<file path="src/rtl/shift_unit_pipe_pkg.sv">
// Shared types and helpers for the RV64 shift functional unit.
// Opcode bit 2 selects a W-variant, bit 1 selects arithmetic fill, bit 0 selects a right shift.
package shift_pkg;

    localparam int XLEN    = 64;
    localparam int SHAMT_W = 6;

    typedef enum logic [2:0] {
        OP_SLL  = 3'b000,
        OP_SRL  = 3'b001,
        OP_SRA  = 3'b011,
        OP_SLLW = 3'b100,
        OP_SRLW = 3'b101,
        OP_SRAW = 3'b111
    } shift_op_e;

    function automatic logic [XLEN-1:0] sext32(input logic [31:0] v);
        return {{32{v[31]}}, v};
    endfunction

endpackage

</file>
<file path="src/rtl/shift_unit_pipe_if.sv">
// Issue and writeback handshake bundle of the shift unit.
// The master side is the issue port and writeback bus; the slave side is the unit.
interface shift_unit_pipe_if #(parameter int TAG_W = 5);
    import shift_pkg::*;

    logic                in_valid;
    logic                in_ready;
    logic [2:0]          in_op;
    logic [XLEN-1:0]     in_rs1;
    logic [SHAMT_W-1:0]  in_shamt;
    logic [TAG_W-1:0]    in_tag;
    logic                out_valid;
    logic                out_ready;
    logic [XLEN-1:0]     out_result;
    logic [TAG_W-1:0]    out_tag;

    modport master (
        output in_valid, in_op, in_rs1, in_shamt, in_tag, out_ready,
        input  in_ready, out_valid, out_result, out_tag
    );

    modport slave (
        input  in_valid, in_op, in_rs1, in_shamt, in_tag, out_ready,
        output in_ready, out_valid, out_result, out_tag
    );

endinterface

</file>
<file path="src/rtl/shift_unit_pipe_stage.sv">
// Combinational partial shifter: applies shift-amount bits [HI:LO] to a 64-bit value.
// Right shifts pull the fill bit in from the top; left shifts always fill with zero.
module shift_stage
    import shift_pkg::*;
#(
    parameter int LO = 0,
    parameter int HI = 2
) (
    input  logic [XLEN-1:0]  i_val,
    input  logic [HI-LO:0]   i_amt,
    input  logic             i_right,
    input  logic             i_fill,
    output logic [XLEN-1:0]  o_val
);

    logic [6:0]        w_amt;
    logic [2*XLEN-1:0] w_wide;

    assign w_amt  = 7'(i_amt) << LO;
    assign w_wide = {{XLEN{i_fill}}, i_val} >> w_amt;
    assign o_val  = i_right ? w_wide[XLEN-1:0] : (i_val << w_amt);

endmodule

</file>
<file path="src/rtl/shift_unit_pipe.sv">
// Two-stage pipelined RV64 shift unit: low amount bits before stage A, high bits before stage B,
// then W-variant sign extension. Valid/ready handshake on both sides, flush kills in-flight ops.
module shift_unit_pipe
    import shift_pkg::*;
#(
    parameter int TAG_W = 5
) (
    input  logic              clk,
    input  logic              rst,
    input  logic              flush,
    shift_unit_pipe_if.slave  bus
);

    logic             w_word;
    logic             w_fill;
    logic [XLEN-1:0]  w_a_in;
    logic [XLEN-1:0]  w_a_shift;
    logic [5:0]       w_amt;
    logic [XLEN-1:0]  w_b_shift;
    logic [XLEN-1:0]  w_b_result;
    logic             w_a_en;
    logic             w_b_en;
    logic             w_accept;

    logic             r_a_vld;
    logic [XLEN-1:0]  r_a_val;
    logic [2:0]       r_a_op;
    logic             r_a_fill;
    logic [2:0]       r_a_amt_hi;
    logic [TAG_W-1:0] r_a_tag;

    logic             r_b_vld;
    logic [XLEN-1:0]  r_b_result;
    logic [TAG_W-1:0] r_b_tag;

    // W ops pre-fill the upper word so right-shift fill enters from bit 63
    assign w_word = bus.in_op[2];
    assign w_fill = bus.in_op[1] & (w_word ? bus.in_rs1[31] : bus.in_rs1[63]);
    assign w_a_in = w_word ? {{32{w_fill}}, bus.in_rs1[31:0]} : bus.in_rs1;
    assign w_amt  = w_word ? {1'b0, bus.in_shamt[4:0]} : bus.in_shamt;

    assign w_b_en   = !r_b_vld || bus.out_ready;
    assign w_a_en   = !r_a_vld || w_b_en;
    assign w_accept = bus.in_valid && bus.in_ready;

    assign bus.in_ready   = w_a_en && !flush;
    assign bus.out_valid  = r_b_vld;
    assign bus.out_result = r_b_result;
    assign bus.out_tag    = r_b_tag;

    shift_stage #(.LO(0), .HI(2)) u_stage_lo (
        .i_val   (w_a_in),
        .i_amt   (w_amt[2:0]),
        .i_right (bus.in_op[0]),
        .i_fill  (w_fill),
        .o_val   (w_a_shift)
    );

    // Stage A: bits [2:0] applied
    always_ff @(posedge clk) begin
        if (w_accept) begin
            r_a_val    <= w_a_shift;
            r_a_op     <= bus.in_op;
            r_a_fill   <= w_fill;
            r_a_amt_hi <= w_amt[5:3];
            r_a_tag    <= bus.in_tag;
        end
    end

    shift_stage #(.LO(3), .HI(5)) u_stage_hi (
        .i_val   (r_a_val),
        .i_amt   (r_a_amt_hi),
        .i_right (r_a_op[0]),
        .i_fill  (r_a_fill),
        .o_val   (w_b_shift)
    );

    // Codes 010 and 110 (arith set without right) are undefined and produce zero
    assign w_b_result = (r_a_op[1] && !r_a_op[0]) ? '0 :
                        r_a_op[2] ? sext32(w_b_shift[31:0]) : w_b_shift;

    // Stage B: bits [5:3] applied and W result sign-extended
    always_ff @(posedge clk) begin
        if (rst) begin
            r_a_vld    <= 1'b0;
            r_b_vld    <= 1'b0;
            r_b_result <= '0;
            r_b_tag    <= '0;
        end else begin
            if (flush) begin
                r_a_vld <= 1'b0;
                r_b_vld <= 1'b0;
            end else begin
                if (w_a_en) r_a_vld <= w_accept;
                if (w_b_en) r_b_vld <= r_a_vld;
            end
            if (w_b_en && r_a_vld) begin
                r_b_result <= w_b_result;
                r_b_tag    <= r_a_tag;
            end
        end
    end

endmodule

</file>
<file path="src/flat_wrapper.sv">
// flat-port wrapper written by rule: the top's interface ports become plain ports
module shift_unit_pipe_flat import shift_pkg::*;
#(
    parameter int TAG_W = 5
)
  (clk, rst, flush, bus_in_valid, bus_in_op, bus_in_rs1, bus_in_shamt, bus_in_tag, bus_out_ready, bus_in_ready, bus_out_valid, bus_out_result, bus_out_tag);
  shift_unit_pipe_if #(.TAG_W(TAG_W)) bus_i ();
  input  logic clk;
  input  logic rst;
  input  logic flush;
  input wire logic [$bits(bus_i.in_valid)-1:0] bus_in_valid;
  input wire logic [$bits(bus_i.in_op)-1:0] bus_in_op;
  input wire logic [$bits(bus_i.in_rs1)-1:0] bus_in_rs1;
  input wire logic [$bits(bus_i.in_shamt)-1:0] bus_in_shamt;
  input wire logic [$bits(bus_i.in_tag)-1:0] bus_in_tag;
  input wire logic [$bits(bus_i.out_ready)-1:0] bus_out_ready;
  output wire logic [$bits(bus_i.in_ready)-1:0] bus_in_ready;
  output wire logic [$bits(bus_i.out_valid)-1:0] bus_out_valid;
  output wire logic [$bits(bus_i.out_result)-1:0] bus_out_result;
  output wire logic [$bits(bus_i.out_tag)-1:0] bus_out_tag;
  assign bus_i.in_valid = bus_in_valid;
  assign bus_i.in_op = bus_in_op;
  assign bus_i.in_rs1 = bus_in_rs1;
  assign bus_i.in_shamt = bus_in_shamt;
  assign bus_i.in_tag = bus_in_tag;
  assign bus_i.out_ready = bus_out_ready;
  assign bus_in_ready = bus_i.in_ready;
  assign bus_out_valid = bus_i.out_valid;
  assign bus_out_result = bus_i.out_result;
  assign bus_out_tag = bus_i.out_tag;
  shift_unit_pipe #(.TAG_W(TAG_W)) u_core (.clk(clk), .rst(rst), .flush(flush), .bus(bus_i));
endmodule
</file>
<file path="config.mk">
export PLATFORM = sky130hd
export DESIGN_NAME = shift_unit_pipe_flat
export DESIGN_NICKNAME = d
export VERILOG_FILES = /design/src/rtl/shift_unit_pipe_pkg.sv /design/src/rtl/shift_unit_pipe_if.sv /design/src/rtl/shift_unit_pipe_stage.sv /design/src/rtl/shift_unit_pipe.sv /design/src/flat_wrapper.sv
export SDC_FILE = /design/constraint.sdc
export NUM_CORES = 1
export LEC_CHECK = 0
export ABC_AREA = 1
export CAP_MARGIN = 5
export CORE_AREA = 5 5 177 179
export CTS_BUF_LIST = sky130_fd_sc_hd__clkbuf_8
export DETAILED_ROUTE_END_ITERATION = 6
export DIE_AREA = 0 0 182 184
export PLACE_DENSITY = 0.77
export SYNTH_ARGS = -nofsm -noshare
export SYNTH_HDL_FRONTEND = slang
export SYNTH_SLANG_ARGS = --single-unit
</file>
<file path="constraint.sdc">
create_clock -name clk -period 12.23 [get_ports clk]
set_clock_uncertainty 0.2 [all_clocks]
set_input_delay 1.8345 -clock clk [delete_from_list [all_inputs] [get_ports clk]]
set_output_delay 1.8345 -clock clk [all_outputs]
set_load 0.03 [all_outputs]
</file>
# Yosys cells after proc, flatten, opt, wreduce, memory -nomap -nowiden
# Cells that the tools add are included.
# op_classes
reduce_logical,11
n_mux,6
bitwise_logic,1
shifts,4
# op_table
cell,count
$mux 64,5
$shr 128x3->64,1
$shr 128x6->64,1
$shl 64x3->64,1
$shl 64x6->64,1
$logic_and 1x1->1,4
$logic_not 1->1,4
$logic_or 1x1->1,2
$reduce_or 2->1,1
$and 1x1->1,1
$mux 1,1
# word_totals
regBits,147

# Longest topological paths before layout
# depth
ltp_word,5
ltp_mapped,16
mapped_depth_nobuf,13

# Modules after synthesis
# Synthesis repeated with hierarchy kept, for this count alone.
# hier_totals
cells_unflattened,2477
hier_area_um2,14012.2
# by_module_without_submodules
module,cells_per_inst,instances,area_per_inst_um2
shift_unit_pipe,546,1,5416.4
shift_stage at u_core.u_stage_lo,1026,1,4551.9
shift_stage at u_core.u_stage_hi,905,1,4043.9

# Least setup slack after synthesis
# OpenSTA, ideal clock, no wires.
# synth_path
path_type,input port to flip-flop
start,input bus_out_ready
end,"register u_core.r_a_amt_hi[0], enable pin"
setup_ps,511
t_required_ps,11519
path_stages,6
n_path_buf,0
path_slack_ps,6241
arrival_time_ps,5277
cell_sequence,inv_1 > nand2_1 > nor2_1 > inv_1 > nand2_1 > nor2_1
# synth_via
elab_chain_cells,4
# synth_rtl
item,line,text
start: declaration,flat_wrapper.sv:16,input wire logic [$bits(bus_i.out_ready)-1:0] bus_out_ready;
$logic_or 1x1->1,shift_unit_pipe.sv:42,assign w_b_en = !r_b_vld || bus.out_ready;
$logic_or 1x1->1,shift_unit_pipe.sv:43,assign w_a_en = !r_a_vld || w_b_en;
$logic_and 1x1->1,shift_unit_pipe.sv:46,assign bus.in_ready = w_a_en && !flush;
$logic_and 1x1->1,shift_unit_pipe.sv:44,assign w_accept = bus.in_valid && bus.in_ready;
named net u_core.w_accept,shift_unit_pipe.sv:23,logic w_accept;
end signal: assignment,shift_unit_pipe.sv:65,r_a_amt_hi <= w_amt[5:3];
end: declaration,shift_unit_pipe.sv:29,logic [2:0] r_a_amt_hi;
# The timed path passes the listed nets, and every way through them passes these cells.
# A chain may end at the register's enable or synchronous reset.

# Worst setup path after layout
# layout_path
start,input bus_out_ready
end,output bus_in_ready
# layout_via
elab_chain_cells,3
# layout_rtl
item,line,text
$logic_or 1x1->1,shift_unit_pipe.sv:42,
$logic_or 1x1->1,shift_unit_pipe.sv:43,
$logic_and 1x1->1,shift_unit_pipe.sv:46,
end: declaration,flat_wrapper.sv:17,output wire logic [$bits(bus_i.in_ready)-1:0] bus_in_ready;
# Every way passes these cells.

==> out/results.tsv <==
stage	metric	value	unit
synthesis	Netlist cell types	37	
placement	Area after DPL	0.01449	mm²
setup_path	slowest cell delay on critical path	660	ps
setup_path	Slowest-stage cell, CP	clkdlybuf4s50_1	
cts	hold buffers post-CTS	0	
setup_path	cell mode on critical path	inv_1	
final_layout	post-layout net count	2360	
setup_path	crit end category	output pin	
floorplan	Die Area	0.03349	mm²
synthesis	Synth Instances	2263	
synthesis	sequential share of the synthesized area	0.2822	
synthesis	Yosys reg bits	147	
timing	fin crit share	0.4420	
setup_path	Largest delay share family, worst path	buffers and inverters	
job	Max Cap Viol	0	
setup_path	CP Cell Sequence	clkdlybuf4s50_1 > inv_1 > nand2_1 > nor2_1 > inv_1 > nand2_1 > inv_1 > clkdlybuf4s50_1	
final_layout	most frequent cells in the layout	nand2_1 (1021), nand3_1 (268), o21ai_0 (206)	
timing	Hold Worst Slack	267.9	ps
floorplan	Core ar.	0.02940	mm²
timing	minimum clock period	5405	ps
setup_path	Max Fanout on Critical Path	3	
placement	Port-buffer cells	153	
synthesis	yosys warns	0	
timing	Setup WS post-layout	6825	ps
cts	CTS resizes	0	
placement	Post-Place Worst Slack	6822	ps
cts	CTS H-tree depth	4	
global_route	initial antenna violation count	1	
timing	endpoints failing setup	0	
setup_path	Worst Setup Path Type	primary input to output pin	
synthesis	post-synth top area cell	nand2_1	
detailed_routing	# DRC	0	
cts	cts bufs inserted	17	
cts	clock sinks	147	
detailed_routing	DR iter-0 viols	1922	
floorplan	Initial Util	0.4464	
placement	post-DP HPWL	33400	µm
synthesis	top_reg_cell synth	edfxtp_1	
timing	Final Hold Fails	0	
detailed_routing	Routed WL	46330	µm
synthesis	top cells by area, synth	nand2_1 (29%), edfxtp_1 (17%), dfxtp_1 (11%)	
cts	Clk Latency, worst-skew pair	480	ps
global_route	first-pass GRT wire length	74060	µm
cts	Root Buffer	clkbuf_8	
detailed_routing	DR pass1 iterations	6	
timing	FMAX	0.1850	GHz
setup_path	CP Launch Type	primary input	
final_layout	P&R area growth vs syn	13.40	%
global_route	GRT Overall Usage	0.2690	
global_route	number of global-route vias before repair	14150	
synthesis	Synth Cell Area	0.01312	mm²
pwr	pwr dens	92.43	mW/mm²
hold_path	worst hold path class	register to register	
final_layout	commonest non-fill, non-tap cell in the layout	nand2_1	
setup_path	crit path buf inv count	5	
detailed_routing	vias after detailed routing	15550	
global_route	pin count of the biggest net entering global routing	134	
timing	final max-slew violation count	0	
floorplan	Row Count	63	
synthesis	Post-Syn Nets	2346	
cts	clock tree buffer depth	2	
detailed_routing	drt via density	5.803	
setup_path	Critical Path RT	10200	ps
final_layout	diode count	0	
cts	# Post-CTS Setup Buffers	0	
detailed_routing	WL/cell	17.29	µm
placement	Placer Congestion	0.9823	
pwr	maximum VDD drop	0.00005546	V
floorplan	Die Wd	182	µm
outcome	status	finished clean	
floorplan	I/O pin cnt	154	
setup_path	critical path data arrival time	3370	ps
cts	CTS tree	built	
timing	Max-slew headroom	0.1298	
synthesis	average size of a mapped cell	5.799	µm²
final_layout	post-route cell area	0.01488	mm²
synthesis	Async SR Flop Fraction	0	
pwr	Pwr Total	0.001376	W
pwr	leakage power	6.713	nW
detailed_routing	post-route ant nets	0	
global_route	total grt overflow	0	
timing	setup_tns	0	ps
final_layout	fraction of layout cells with a size suffix above 1	0.03319	
timing	RSZ-0062 raised after global routing	no	
synthesis	Yosys top cell area share	0.2923	
cts	Reg clk slew, reported paths	80	ps
timing	Worst Tran Pin Value	1305	ps
floorplan	chip height	184	µm
synthesis	number of enable flip-flop cells after synthesis	76	
[cell type report]
cell class / instances / area [µm²]
inverter: 93 / 351.6
tap: 390 / 488.0
sequential: 147 / 3704
fill: 3079 / 14520
clock inverter: 15 / 162.7
multi-input combinational: 1841 / 8250
clock buffer: 17 / 234.0
timing repair buffer: 177 / 1692
[per-layer routing]
metal | track usage | share of wire
met5 | 0 | 0.00028
met4 | 0.1192 | 0.047
met3 | 0.04729 | 0.095
met2 | 0.4230 | 0.44
met1 | 0.3638 | 0.42
[registers in the layout, summed over array words and instances (netlist names)]
register	count
u_core.bus.out_valid	1
u_core.r_a_amt_hi	3
u_core.bus.out_result	64
u_core.r_a_op	3
u_core.r_a_val	64
u_core.r_a_vld	1
u_core.bus.out_tag	5
u_core.r_a_tag	5
u_core.r_a_fill	1
[report_power, final]
group	switching, W	leakage [nW]	internal, W	total (W)
logic	0.000281	5.22	0.000136	0.000417
registers	0.0000196	1.29	0.000547	0.000567
clock network	0.000221	0.203	0.000171	0.000391
[worst paths after layout]
check | endpoint | cells past startpoint | slack, ps | startpoint
max reg2reg | u_core.bus.out_result[59] | 12 | 8410 | u_core.r_a_amt_hi[0]
min reg2reg | u_core.bus.out_result[24] | 2 | 270 | u_core.bus.out_result[24]
min | u_core.bus.out_result[24] | 2 | 270 | u_core.bus.out_result[24]
max | bus_in_ready | 8 | 6820 | bus_out_ready
[worst min-delay path, delay by kind of cell, from the launching register on]
kind / cells / cell delay (ps)
AO/OA/AOI/OAI: 1 / 50
flip-flops: 1 / 320
AND/OR/NAND/NOR: 1 / 60
[synthesized netlist by cell type, types with 15 or more instances]
master,instances
nand3_1,268
a21oi_1,165
o22ai_1,15
o21ai_0,206
nor2_1,35
buf_2,66
o211ai_1,30
nand2_1,1022
buf_1,20
edfxtp_1,76
o221ai_1,19
clkbuf_1,83
inv_1,89
dfxtp_1,71
[through the flow]
step                      instances  utilization
after detailed placement       2648       0.4927
after CTS                      2680       0.5061
after floorplan                2263            -
after global placement         2648       0.4927
final                          2680       0.5061
after global routing           2680       0.5061
[cell families after synthesis]
kind of cell,Yosys count,synth area share
buf+inv,275,0.09086
flops,147,0.2822
simple gates,1353,0.4177
mux,6,0.004576
compound gates,482,0.2047
Note: power is estimated with default switching activity, not from simulation.
